$ cat config.mk
export PLATFORM = sky130hd
export DESIGN_NAME = button_conditioner
export DESIGN_NICKNAME = d
export VERILOG_FILES = /design/src/rtl/button_pkg.sv /design/src/rtl/button_channel.sv /design/src/rtl/button_conditioner.sv
export SDC_FILE = /design/constraint.sdc
export NUM_CORES = 1
export LEC_CHECK = 0
export BUFFER_PORTS_ARGS = -buffer_cell sky130_fd_sc_hd__buf_2
export CORE_MARGIN = 2
export CORE_UTILIZATION = 54
export DETAILED_ROUTE_END_ITERATION = 10
export GPL_TIMING_DRIVEN = 0
export PLACE_DENSITY = 0.76
export SYNTH_ARGS = -nofsm -noshare
export SYNTH_HDL_FRONTEND = slang
export SYNTH_HIERARCHICAL = 1
export SYNTH_SLANG_ARGS = --single-unit
$ cat constraint.sdc
create_clock -name clk_core -period 1.5 [get_ports clk_core]
set_input_delay 0 -clock clk_core [delete_from_list [all_inputs] [get_ports clk_core]]
set_output_delay 0 -clock clk_core [all_outputs]
set_load 0.05 [all_outputs]
$ cat src/rtl/button_pkg.sv
// button_pkg: shared defaults, button indices and auto-repeat state for the button conditioner.
package button_pkg;
    localparam int DEBOUNCE_TICKS_DEFAULT = 2;
    localparam int REPEAT_DELAY_DEFAULT = 50;
    localparam int REPEAT_PERIOD_DEFAULT = 10;
    localparam int NUM_BUTTONS = 5;
    localparam int BTN_LEFT = 0;
    localparam int BTN_RIGHT = 1;
    localparam int BTN_UP = 2;
    localparam int BTN_DOWN = 3;
    localparam int BTN_CENTER = 4;
    typedef enum logic [1:0] {IDLE, HOLD, REPEAT} repeat_state_t;
endpackage

$ cat src/rtl/button_channel.sv
// button_channel: synchronizer, debouncer, press-pulse generator and optional auto-repeat for one button.
module button_channel
    import button_pkg::*;
#(
    parameter int DEBOUNCE_TICKS = DEBOUNCE_TICKS_DEFAULT,
    parameter int REPEAT_DELAY = REPEAT_DELAY_DEFAULT,
    parameter int REPEAT_PERIOD = REPEAT_PERIOD_DEFAULT,
    parameter bit REPEAT_EN = 1'b0
) (
    input  logic clk_core,
    input  logic rst_n,
    input  logic raw,
    output logic pulse,
    output logic level
);
    localparam int DW = $clog2(DEBOUNCE_TICKS + 1);
    localparam int RMAX = REPEAT_DELAY > REPEAT_PERIOD ? REPEAT_DELAY : REPEAT_PERIOD;
    localparam int HW = $clog2(RMAX + 1);
    logic sync1, sync2, stable, flip, rise, fall, fire;
    logic [DW-1:0] cnt;
    logic [HW-1:0] hcnt;
    repeat_state_t state, state_next;
    assign flip = (sync2 != stable) && (cnt == DW'(DEBOUNCE_TICKS - 1));
    assign rise = flip && sync2;
    assign fall = flip && !sync2;
    assign level = stable;
    always_ff @(posedge clk_core or negedge rst_n) begin
        if (!rst_n) begin
            sync1 <= 1'b0;
            sync2 <= 1'b0;
            stable <= 1'b0;
            cnt <= '0;
            pulse <= 1'b0;
        end else begin
            sync1 <= raw;
            sync2 <= sync1;
            stable <= flip ? sync2 : stable;
            cnt <= (sync2 != stable && !flip) ? cnt + DW'(1) : '0;
            pulse <= rise || fire;
        end
    end
    // hcnt counts edges since the press (HOLD) or since the last repeat (REPEAT)
    always_ff @(posedge clk_core or negedge rst_n) begin
        if (!rst_n) begin
            state <= IDLE;
            hcnt <= '0;
        end else begin
            state <= state_next;
            hcnt <= (state == IDLE || fire || fall) ? '0 : hcnt + HW'(1);
        end
    end
    always_comb begin
        state_next = fall ? IDLE
                   : (state == IDLE && rise && REPEAT_EN) ? HOLD
                   : fire ? REPEAT
                   : state;
    end
    always_comb begin
        fire = !fall && ((state == HOLD && hcnt == HW'(REPEAT_DELAY - 1))
                      || (state == REPEAT && hcnt == HW'(REPEAT_PERIOD - 1)));
    end
endmodule

$ cat src/rtl/button_conditioner.sv
// button_conditioner: five conditioned push-buttons with up/down auto-repeat and
// fixed-priority arbitration so at most one directional pulse is issued per cycle.
module button_conditioner
    import button_pkg::*;
#(
    parameter int DEBOUNCE_TICKS = DEBOUNCE_TICKS_DEFAULT,
    parameter int REPEAT_DELAY = REPEAT_DELAY_DEFAULT,
    parameter int REPEAT_PERIOD = REPEAT_PERIOD_DEFAULT
) (
    input  logic clk_core,
    input  logic rst_n,
    input  logic left_raw,
    input  logic right_raw,
    input  logic up_raw,
    input  logic down_raw,
    input  logic center_raw,
    output logic left_button,
    output logic right_button,
    output logic up_button,
    output logic down_button,
    output logic center_button,
    output logic right_level
);
    logic [NUM_BUTTONS-1:0] raw, pulse, lvl;
    logic unused;
    assign raw[BTN_LEFT] = left_raw;
    assign raw[BTN_RIGHT] = right_raw;
    assign raw[BTN_UP] = up_raw;
    assign raw[BTN_DOWN] = down_raw;
    assign raw[BTN_CENTER] = center_raw;
    for (genvar i = 0; i < NUM_BUTTONS; i++) begin : g_ch
        button_channel #(
            .DEBOUNCE_TICKS(DEBOUNCE_TICKS),
            .REPEAT_DELAY(REPEAT_DELAY),
            .REPEAT_PERIOD(REPEAT_PERIOD),
            .REPEAT_EN(i == BTN_UP || i == BTN_DOWN)
        ) u_ch (
            .clk_core(clk_core),
            .rst_n(rst_n),
            .raw(raw[i]),
            .pulse(pulse[i]),
            .level(lvl[i])
        );
    end
    // left > right > up > down; losing pulses are dropped
    assign left_button = pulse[BTN_LEFT];
    assign right_button = pulse[BTN_RIGHT] && !pulse[BTN_LEFT];
    assign up_button = pulse[BTN_UP] && !pulse[BTN_LEFT] && !pulse[BTN_RIGHT];
    assign down_button = pulse[BTN_DOWN] && !(pulse[BTN_LEFT] || pulse[BTN_RIGHT] || pulse[BTN_UP]);
    assign center_button = pulse[BTN_CENTER];
    assign right_level = lvl[BTN_RIGHT];
    assign unused = ^{lvl[BTN_LEFT], lvl[BTN_UP], lvl[BTN_DOWN], lvl[BTN_CENTER]};
endmodule
==> metrics.md <==
| Metric | Value |
|---|---|
| Status | complete, no violations |
| RePlAce Congestion | around 0.77 |
| Synth top cells by count | dfrtp_1, nor2_1, inv_1 |
| CTS max path bufs | 2 |
| TritonCTS buffer count | 9 |
| Worst Setup Start Kind | register |
| Distinct cells, synth | 36 |
| CTS tree | done |
| Drt initial violations | between 50 and 60 |
| Vias in the first global route | 1825 |
| Setup WS post-layout | 66.22 ps |
| Path type of the worst setup path | register to register |
| CORE AREA | 0.005172 mm² |
| Pre-CTS WS | -45.59 ps |
| Wirelength, routed | approximately 4.4 mm |
| CTS H-tree depth | 3 |
| Detailed Place HPWL | 2.883 mm |
| Mean Syn Cell Area | ~11 µm² |
| Antenna cell count | 0 |
| Async set-reset flop share out of synthesis | 100.0% |
| Layout cells sized above 1 | 18.09% |
| Pwr dens | 1492 mW/mm² |
| Layout net count | 310 |
| Clk sinks | 67 |
| CTS clk-pin slew, worst paths | 70 ps |
| TNS Setup | 0 ps |
| Vias per cell | 5.185 |
| Top Ports | 13 |
| Total track usage | ~17% |
| Initial antenna violation count | 0 |
| Max Clk Rate | 0.6975 GHz |
| Largest family of logic cells by synthesized area | simple AND/OR/NAND/NOR gates |
| Dpl cell area | a little over 0.003 mm² |
| Most used DFF post-synth | dfrtp_1 |
| Initial Util | roughly 56% |
| Die Y-Extent | approximately 78 µm |
| Post-synthesis adder-cell area fraction | 6.432% |
| Headroom to the max-slew limit | 46.75% |
| Gate count of the mapped netlist | around 260 |
| Worst-Margin Slew | 798.8 ps |
| Syn_nets | 277 |
| Clock root buffer | clkbuf_8 |
| Filler cells | 388 |
| Worst-case clock skew | 7.960 ps |
| XOR/XNOR share of the synthesized area | roughly 6.6% |
| Post-route clock period utilization | 95.59% |
| Skew-Pair Late Insertion Delay | 330 ps |
| Share of the synthesized area in the top cell type | 57.46% |
| First-pass GRT wire length | 7.872 mm |
| GR Overflow Total | 0 |
| Slew Limit Fails | 0 |
| Post-Synth Simple-Gate Area | 17.54% |
| Area growth syn-to-layout | 17.84% |
| Complex-gate fraction of the synthesized area | 8.619% |
| CP arrival | approximately 1700 ps |
| Top-count cell post-synth | dfrtp_1 |
| Overall Power | approximately 5.1 mW |
| DIE WIDTH | 77.51 µm |
| Placed cells | 337 |
| Number of synthesized register bits | 67 |
| Worst vdd ir | 0.7807 mV |
| RSZ-0062 raised after global routing | yes |
| Register area share after synthesis | a little under three fifths |
| EDFF count, synth | 0 |
| Row cnt | 26 |
| DR vias | 1882 |
| Synth top area cells | dfrtp_1, ha_1, nor2_1 |
| Fin. Hold Viols | 0 |
| Layout Cells excl Fill | 363 |
| I/O Buffers | 12 |
| Crit Path Max Fanout | 5 |
| Yosys top cell by area | dfrtp_1 |
| Die area | approximately 0.006 mm² |
| Max cap viols | 0 |
| Multiplexer share of the synthesized area | 1.158% |
| Synth Warn # | 6 |
| DRC violations left | 0 |
| Leak | 1.536 nW |
| DR WL/cell | 12.15 µm |
| CP endpoint kind | register |
| Final min period | 1434 ps |
| Antenna-violating nets left | 0 |
| Mapped Area | 0.002918 mm² |
| HP Class | input pin to asynchronous set/reset pin |
| Largest net degree at the start of global routing | 68 |
| Final non-filler cell area | between 0.003 and 0.004 mm² |
| Critical path required time | 1750 ps |
| Worst-case reg-to-reg path depth | 6 |
| # setup viols final | 0 |
| Pre-Repair DR Iteration Count | 4 |
[repair_timing]
action,in CTS,in global routing
gates resized for setup,2,7
setup endpoints to repair,1,15
endpoints found under the hold margin,72,0
pin swaps,0,2
hold buffers,6,0
buffers inserted,0,4
[layer usage]
| metal | wire length (µm) | part of all wire [%] | GRT usage, % |
|---|---|---|---|
| met5 | 0 | 0 | 0 |
| met4 | 68 | 1.5 | 6.964 |
| met3 | 169 | 3.8 | 6.628 |
| met2 | 2092 | 47 | 27.22 |
| met1 | 2078 | 47 | 20.47 |
[cell families (layout without fill, tap and decap cells)]
| kind of cell | Yosys count | count (layout) |
|---|---|---|
| AND/OR/NAND/NOR | 94 | 94 |
| multiplexers | 3 | 3 |
| adder cells (fa/ha/maj) | 15 | 15 |
| XOR/XNOR | 22 | 22 |
| buffers and inverters | 17 | 55 |
| flip-flops | 67 | 67 |
| AO/OA/AOI/OAI | 37 | 37 |
[sequential cells by signal, summed over array words and instances, names as in the netlist]
name and cells:
g_ch.u_ch/hcnt 30, g_ch.u_ch/cnt 10, g_ch.u_ch/state 7, g_ch.u_ch/level 5, g_ch.u_ch/pulse 5, g_ch.u_ch/sync1 5
g_ch.u_ch/sync2 5
[path summary, 6_finish.rpt]
kind                                           startpoint                        endpoint  slack (ps)
max                        g_ch[3].u_ch/hcnt[1]$_DFF_PN0_    g_ch[3].u_ch/pulse$_DFF_PN0_          70
min                                                 rst_n  g_ch[3].u_ch/hcnt[4]$_DFF_PN0_         290
max reg2reg                g_ch[3].u_ch/hcnt[1]$_DFF_PN0_    g_ch[3].u_ch/pulse$_DFF_PN0_          70
min reg2reg                  g_ch[4].u_ch/sync1$_DFF_PN0_    g_ch[4].u_ch/sync2$_DFF_PN0_         350
max in group asynchronous                           rst_n  g_ch[0].u_ch/level$_DFFE_PN0N_         670
min in group clk_core                            left_raw    g_ch[0].u_ch/sync1$_DFF_PN0_         310
[through the flow]
step | utilization (%) | hold slack (ps)
finish | 66.47 | 289.1
global route | 66.47 | 294.2
CTS | 65.26 | 285.5
detailed placement | 59.58 | 109.4
global placement | 59.53 | 108.3
floorplan | - | -295.6
[where the power goes]
| group | internal, mW | switching, mW |
|---|---|---|
| clock network | 1.02 | 0.629 |
| logic | 0.475 | 0.662 |
| registers | 2.09 | 0.247 |
[critical path, cell delays in order, from the launching register on]
cell and delay (ps):
dfrtp_1 400, inv_1 60, ha_1 130, or2b_4 300
nor4b_2 260, o2bb2ai_1 120, o21ai_0 80
[final cells by class]
cell class                 instances  area [µm²]  share of cell area (%)
clock inverter                     4       72.57                   2.111
inverter                          17       63.81                   1.856
sequential                        67        1677                   48.76
timing repair buffer              22       152.6                   4.440
tap                               70       87.58                   2.547
clock buffer                      12       155.1                   4.512
multi-input combinational        171        1230                   35.77
[cells in the final DEF (no fill, tap or decap), drive strengths merged, types with 3 or more instances in the layout]
cell type,Yosys,final
dfrtp,67,67
xor2,15,15
a21oi,9,9
o21ai,14,14
xnor2,7,7
clkbuf,0,12
nor2,44,44
or3,3,3
nand2,8,8
dlygate4sd3,0,6
nor4b,6,6
a221o,3,3
buf,0,16
a32oi,3,3
inv,17,17
o22ai,3,3
mux2,3,3
nand3,13,13
nor2b,5,5
ha,15,15
nand2b,5,5
(Power assumes the default switching activity.)
